## src/rtl/pulser_pkg.sv

```systemverilog
// Shared types and default field widths for the multi-channel pulser.
package pulser_pkg;

  typedef enum logic [1:0] {
    IDLE  = 2'd0,
    DELAY = 2'd1,
    HIGH  = 2'd2,
    LOW   = 2'd3
  } state_t;

  localparam int NUM_CH_DEF    = 2;
  localparam int DELAY_W_DEF   = 16;
  localparam int WIDTH_W_DEF   = 8;
  localparam int COUNT_W_DEF   = 8;
  localparam int SPACING_W_DEF = 16;

endpackage

```

## src/rtl/pulser_channel.sv

```systemverilog
// One pulse-train channel: latched config, down-counters and a four-state FSM.
//   state | meaning
//   IDLE  | waiting for start; output at idle level
//   DELAY | counting initial delay
//   HIGH  | pulse active for width cycles
//   LOW   | gap between pulses, max(spacing,1) cycles
module pulser_channel
  import pulser_pkg::*;
#(
  parameter int DELAY_W   = DELAY_W_DEF,
  parameter int WIDTH_W   = WIDTH_W_DEF,
  parameter int COUNT_W   = COUNT_W_DEF,
  parameter int SPACING_W = SPACING_W_DEF
) (
  input  logic                 clk,
  input  logic                 rst,
  input  logic                 start,
  input  logic                 abort,
  input  logic [DELAY_W-1:0]   delay,
  input  logic [WIDTH_W-1:0]   width,
  input  logic [COUNT_W-1:0]   count,
  input  logic [SPACING_W-1:0] spacing,
  input  logic                 pol,
  output logic                 pulse,
  output logic                 busy,
  output logic                 finishing
);

  state_t               state;
  logic [DELAY_W-1:0]   dly_cnt;
  logic [WIDTH_W-1:0]   wid_cnt;
  logic [WIDTH_W-1:0]   wid_lat;
  logic [COUNT_W-1:0]   rem_cnt;
  logic [SPACING_W-1:0] spc_cnt;
  logic [SPACING_W-1:0] spc_lat;
  logic                 pol_lat;

  // True in the final HIGH cycle of the final pulse: busy drops at the next edge.
  assign finishing = (state == HIGH) && (wid_cnt == WIDTH_W'(1)) && (rem_cnt == COUNT_W'(1));

  always_ff @(posedge clk or posedge rst) begin
    if (rst) begin
      state   <= IDLE;
      dly_cnt <= '0;
      wid_cnt <= '0;
      wid_lat <= '0;
      rem_cnt <= '0;
      spc_cnt <= '0;
      spc_lat <= '0;
      pol_lat <= 1'b0;
      pulse   <= 1'b0;
      busy    <= 1'b0;
    end else if (abort) begin
      state <= IDLE;
      pulse <= pol_lat;
      busy  <= 1'b0;
    end else begin
      case (state)
        IDLE: begin
          if (start) begin
            pol_lat <= pol;
            if (width == '0 || count == '0) begin
              pulse <= pol;
            end else begin
              wid_lat <= width;
              spc_lat <= spacing;
              rem_cnt <= count;
              busy    <= 1'b1;
              if (delay == '0) begin
                state   <= HIGH;
                wid_cnt <= width;
                pulse   <= ~pol;
              end else begin
                state   <= DELAY;
                dly_cnt <= delay;
                pulse   <= pol;
              end
            end
          end
        end
        DELAY: begin
          if (dly_cnt == DELAY_W'(1)) begin
            state   <= HIGH;
            wid_cnt <= wid_lat;
            pulse   <= ~pol_lat;
          end else begin
            dly_cnt <= dly_cnt - DELAY_W'(1);
          end
        end
        HIGH: begin
          if (wid_cnt == WIDTH_W'(1)) begin
            pulse   <= pol_lat;
            rem_cnt <= rem_cnt - COUNT_W'(1);
            if (rem_cnt == COUNT_W'(1)) begin
              state <= IDLE;
              busy  <= 1'b0;
            end else begin
              state   <= LOW;
              spc_cnt <= (spc_lat == '0) ? SPACING_W'(1) : spc_lat;
            end
          end else begin
            wid_cnt <= wid_cnt - WIDTH_W'(1);
          end
        end
        LOW: begin
          if (spc_cnt == SPACING_W'(1)) begin
            state   <= HIGH;
            wid_cnt <= wid_lat;
            pulse   <= ~pol_lat;
          end else begin
            spc_cnt <= spc_cnt - SPACING_W'(1);
          end
        end
        default: begin
          state <= IDLE;
          busy  <= 1'b0;
          pulse <= pol_lat;
        end
      endcase
    end
  end

endmodule

```

## src/rtl/multi_pulser.sv

```systemverilog
// Multi-channel glitch pulser top: en edge detect, start gating, abort fan-out, done strobe.
// Optional per-channel output inversion when MULTI_PULSER_POL_EN is defined.
module multi_pulser
  import pulser_pkg::*;
#(
  parameter int NUM_CH    = NUM_CH_DEF,
  parameter int DELAY_W   = DELAY_W_DEF,
  parameter int WIDTH_W   = WIDTH_W_DEF,
  parameter int COUNT_W   = COUNT_W_DEF,
  parameter int SPACING_W = SPACING_W_DEF
) (
  input  logic                          clk,
  input  logic                          rst,
  input  logic                          en,
  input  logic                          abort_i,
  input  logic [NUM_CH*DELAY_W-1:0]     delay_i,
  input  logic [NUM_CH*WIDTH_W-1:0]     pulse_width_i,
  input  logic [NUM_CH*COUNT_W-1:0]     num_pulses_i,
  input  logic [NUM_CH*SPACING_W-1:0]   pulse_spacing_i,
`ifdef MULTI_PULSER_POL_EN
  input  logic [NUM_CH-1:0]             pol_i,
`endif
  output logic [NUM_CH-1:0]             pulse_o,
  output logic [NUM_CH-1:0]             busy_o,
  output logic                          done_o
);

  logic              en_q;
  logic              start;
  logic [NUM_CH-1:0] fin;
  logic [NUM_CH-1:0] pol;

`ifdef MULTI_PULSER_POL_EN
  assign pol = pol_i;
`else
  assign pol = '0;
`endif

  // en_q resets high so an en held through reset is not seen as a rising edge.
  assign start = en && !en_q && !(|busy_o) && !abort_i;

  always_ff @(posedge clk or posedge rst) begin
    if (rst) begin
      en_q   <= 1'b1;
      done_o <= 1'b0;
    end else begin
      en_q   <= en;
      done_o <= (|busy_o) && !(|(busy_o & ~fin)) && !abort_i;
    end
  end

  for (genvar c = 0; c < NUM_CH; c++) begin : g_ch
    pulser_channel #(
      .DELAY_W  (DELAY_W),
      .WIDTH_W  (WIDTH_W),
      .COUNT_W  (COUNT_W),
      .SPACING_W(SPACING_W)
    ) u_ch (
      .clk      (clk),
      .rst      (rst),
      .start    (start),
      .abort    (abort_i),
      .delay    (delay_i[c*DELAY_W +: DELAY_W]),
      .width    (pulse_width_i[c*WIDTH_W +: WIDTH_W]),
      .count    (num_pulses_i[c*COUNT_W +: COUNT_W]),
      .spacing  (pulse_spacing_i[c*SPACING_W +: SPACING_W]),
      .pol      (pol[c]),
      .pulse    (pulse_o[c]),
      .busy     (busy_o[c]),
      .finishing(fin[c])
    );
  end

endmodule

```

## config.mk

```make
export PLATFORM = sky130hd
export DESIGN_NAME = multi_pulser
export DESIGN_NICKNAME = d
export VERILOG_FILES = /design/src/rtl/pulser_pkg.sv /design/src/rtl/pulser_channel.sv /design/src/rtl/multi_pulser.sv
export SDC_FILE = /design/constraint.sdc
export NUM_CORES = 1
export LEC_CHECK = 0
export ABC_AREA = 1
export CORE_ASPECT_RATIO = 0.7
export CORE_MARGIN = 4
export CORE_UTILIZATION = 58
export CTS_CLUSTER_SIZE = 10
export DETAILED_ROUTE_END_ITERATION = 7
export PLACE_DENSITY = 0.91
export SYNTH_ARGS = -nofsm -noshare
export SYNTH_HDL_FRONTEND = slang
export SYNTH_SLANG_ARGS = --single-unit
export TNS_END_PERCENT = 100
```

## constraint.sdc

```tcl
create_clock -name clk -period 5.6 [get_ports clk]
set_input_delay 1.12 -clock clk [delete_from_list [all_inputs] [get_ports clk]]
set_output_delay 1.12 -clock clk [all_outputs]
set_load 0.03 [all_outputs]
```

==> summary.txt <==
run status: finished, final reports clean
post-synthesis mux area share: 0.0009966
Tmin final: 3.484 ns
Hold/Removal Path Class: flop to flop
top post-synthesis cells by area: dfrtp_1 (38%), nand2_1 (21%), nor2_1 (6.9%), o21ai_0 (6.5%), nand3_1 (6.4%)
clock latency on the worst-skew pair: 0.44 ns
Yosys top cell by area: dfrtp_1
final setup TNS: 0 ns
hold_buf cts: 0
Post-synth ARST share: 1.000
synth cell count leaders: nand2_1 (562), nor2_1 (185), inv_1 (162)
adder-cell share of the synthesized area: 0.01993
Remaining Overflow, GRT: 0
Worst EP arrival: 3.80 ns
power per cell area: 526.3 nW/um^2
H-tree depth: 4
Die X: 165.3 um
Compound-Gate Fraction of Synth Area: 0.1073
share of cells above drive strength 1: 0.05092
first-pass GRT wire length: 44700 um
Final ANT Viol Nets: 0
Pleak: 0.005949 uW
Die Ht: 118.1 um
# setup viols final: 0
post-synthesis cell area: 10040 sq um
Filler cells: 1364
Max Clk Rate: 0.2870 GHz
RSZ-0062 raised after global routing: no
DP Area: 11130 sq um
area delta synth->final: 16.87%
drt total wl: 27130 um
n_diodes: 0
CTS tree: built
R2R setup slack: 2.27 ns
Clk pin slew, worst setup/hold paths: 0.07 ns
synthesized instance count: 1536
Final Hold Vio Count: 0
via count: 10.24k
GR Util All Layers: 0.2776
worst slew pin tran: 1.058 ns
synth warn: 0
FF+latch count, synth: 154
register area share after synthesis: 0.3838
Pins Over Slew Limit: 0
design area: 11740 sq um
Crit Path Category: input port to flop
# DRC: 0
prevailing post-synth register cell: dfrtp_1
clk root buf: clkbuf_16
area share of xor/xnor cells in the synthesized design: 0.008721
Post-synth EDFFs: 0
drt first pass iters: 7
worst setup margin: 2.116 ns
IO buf count: 104
vias in the first global route: 9531
maximum root-to-sink buffer count: 2
nets@finish: 1733
Starting DRT DRC Count: 1113
Final Skew: 0.01134 ns
crit path launch type: input port
initial antenna violation count: 0
Mapped Nets: 1652
largest family of logic cells by synthesized area: simple AND/OR/NAND/NOR gates
Max Cap Viol: 0
Max transition margin: 0.2950
CP max FO: 22
die area: 19520 sq um
post-cts gate resize count: 0
Via density: 5.522
Clock Sinks: 154
DP HPWL: 19260 um
Critical Path Sink Type: flop
Worst Hold Depth: 2
period utilization: 0.6222
Avg WL per Cell: 14.62 um
final RePlAce weighted congestion: 0.9047
Placement Rows: 39
Worst Reg-to-Reg Cells: 7
Top Ports: 105
top-area cell type share of the netlist area: 0.3812
CTS Buf Count: 17
count of cell types in the netlist: 42
simple-gate share of the synthesized area: 0.3859
count leader, synth: nand2_1
peak supply drop: 0.3820 mV
total core area: 16640 sq um
largest net degree at the start of global routing: 88
Initial Util: 0.6036
worst slack, placed: 1.756 ns
Mean Syn Cell Area: 6.539 sq um
WP data required: 5.92 ns
post-CTS setup buffer count: 0
## logic make-up (layout without fill, tap and decap cells)
family,Yosys count,after routing
fa+ha+maj,16,16
xor+xnor,10,10
flops,154,154
compound gates,201,201
buf+inv,222,316
simple gates,932,932
mux,1,1
## power breakdown
group          total [uW]  internal (uW)  switching, uW
sequential           2110           1620            483
combinational        2860            946           1910
clock                1210            687            523
## area by class of cell
class / count / area (sq um) / area share
multi-input cells: 1160 / 5254 / 0.4476
well taps: 225 / 281.5 / 0.02398
flip-flops and latches: 154 / 3855 / 0.3284
clock buffers: 18 / 439.2 / 0.03742
clock inverters: 14 / 168.9 / 0.01439
repair buffers: 108 / 1071 / 0.09125
inverters: 176 / 668.1 / 0.05692
## registers in the layout (all words and copies together), names as in the netlist
register	flops
g_ch.u_ch.wid_cnt	16
g_ch.u_ch.dly_cnt	32
g_ch.u_ch.busy	2
done_o	1
g_ch.u_ch.pulse	2
en_q	1
g_ch.u_ch.spc_lat	32
g_ch.u_ch.wid_lat	16
g_ch.u_ch.spc_cnt	32
g_ch.u_ch.state	4
g_ch.u_ch.rem_cnt	16
## worst paths after layout
| path | start | to |
|---|---|---|
| min in group asynchronous | rst | g_ch[0].u_ch.rem_cnt[4] |
| worst max-delay path | abort_i | g_ch[1].u_ch.dly_cnt[0] |
| worst max register to register | g_ch[0].u_ch.state[0] | g_ch[0].u_ch.spc_cnt[2] |
| worst min-delay path | g_ch[1].u_ch.wid_cnt[1] | g_ch[1].u_ch.wid_cnt[1] |
| worst min register to register | g_ch[1].u_ch.wid_cnt[1] | g_ch[1].u_ch.wid_cnt[1] |
| max in group asynchronous | rst | en_q |
## worst max-delay path, stage by stage
cell	delay, ns
clkdlybuf4s50_1	0.83
inv_1	0.29
nand2_1	0.15
nand2_1	0.26
nand2_1	0.70
inv_2	0.25
nand2_1	0.11
nand2_1	0.06
## cells in the final DEF (no fill, tap or decap), types with 17 or more instances in the layout
| cell type | instances |
|---|---|
| nor2_1 | 184 |
| nand4_1 | 17 |
| o21ai_0 | 131 |
| nand2_1 | 562 |
| clkdlybuf4s50_1 | 104 |
| o21ai_1 | 23 |
| inv_1 | 161 |
| nand3_1 | 129 |
| clkbuf_16 | 17 |
| a21oi_1 | 25 |
| dfrtp_1 | 153 |
## metrics by stage
step                hold WS [ns]  cells  power [uW]  utilization
floorplan                 0.4419   1536        4152            -
global placement          0.4580   1823        4710       0.6688
detailed placement        0.4687   1823        4861       0.6688
CTS                       0.4856   1855        6113       0.7054
global route              0.5129   1855        6688       0.7054
finish                    0.4879   1855        6177       0.7054
## metal layers
layer	track usage	routed length [um]	part of all wire
met1	0.3986	12190	0.45
met2	0.4266	12110	0.45
met4	0.06961	403	0.015
met3	0.06160	2412	0.089
met5	0	0	0
No activity file was read; power rests on OpenSTA's default activity.
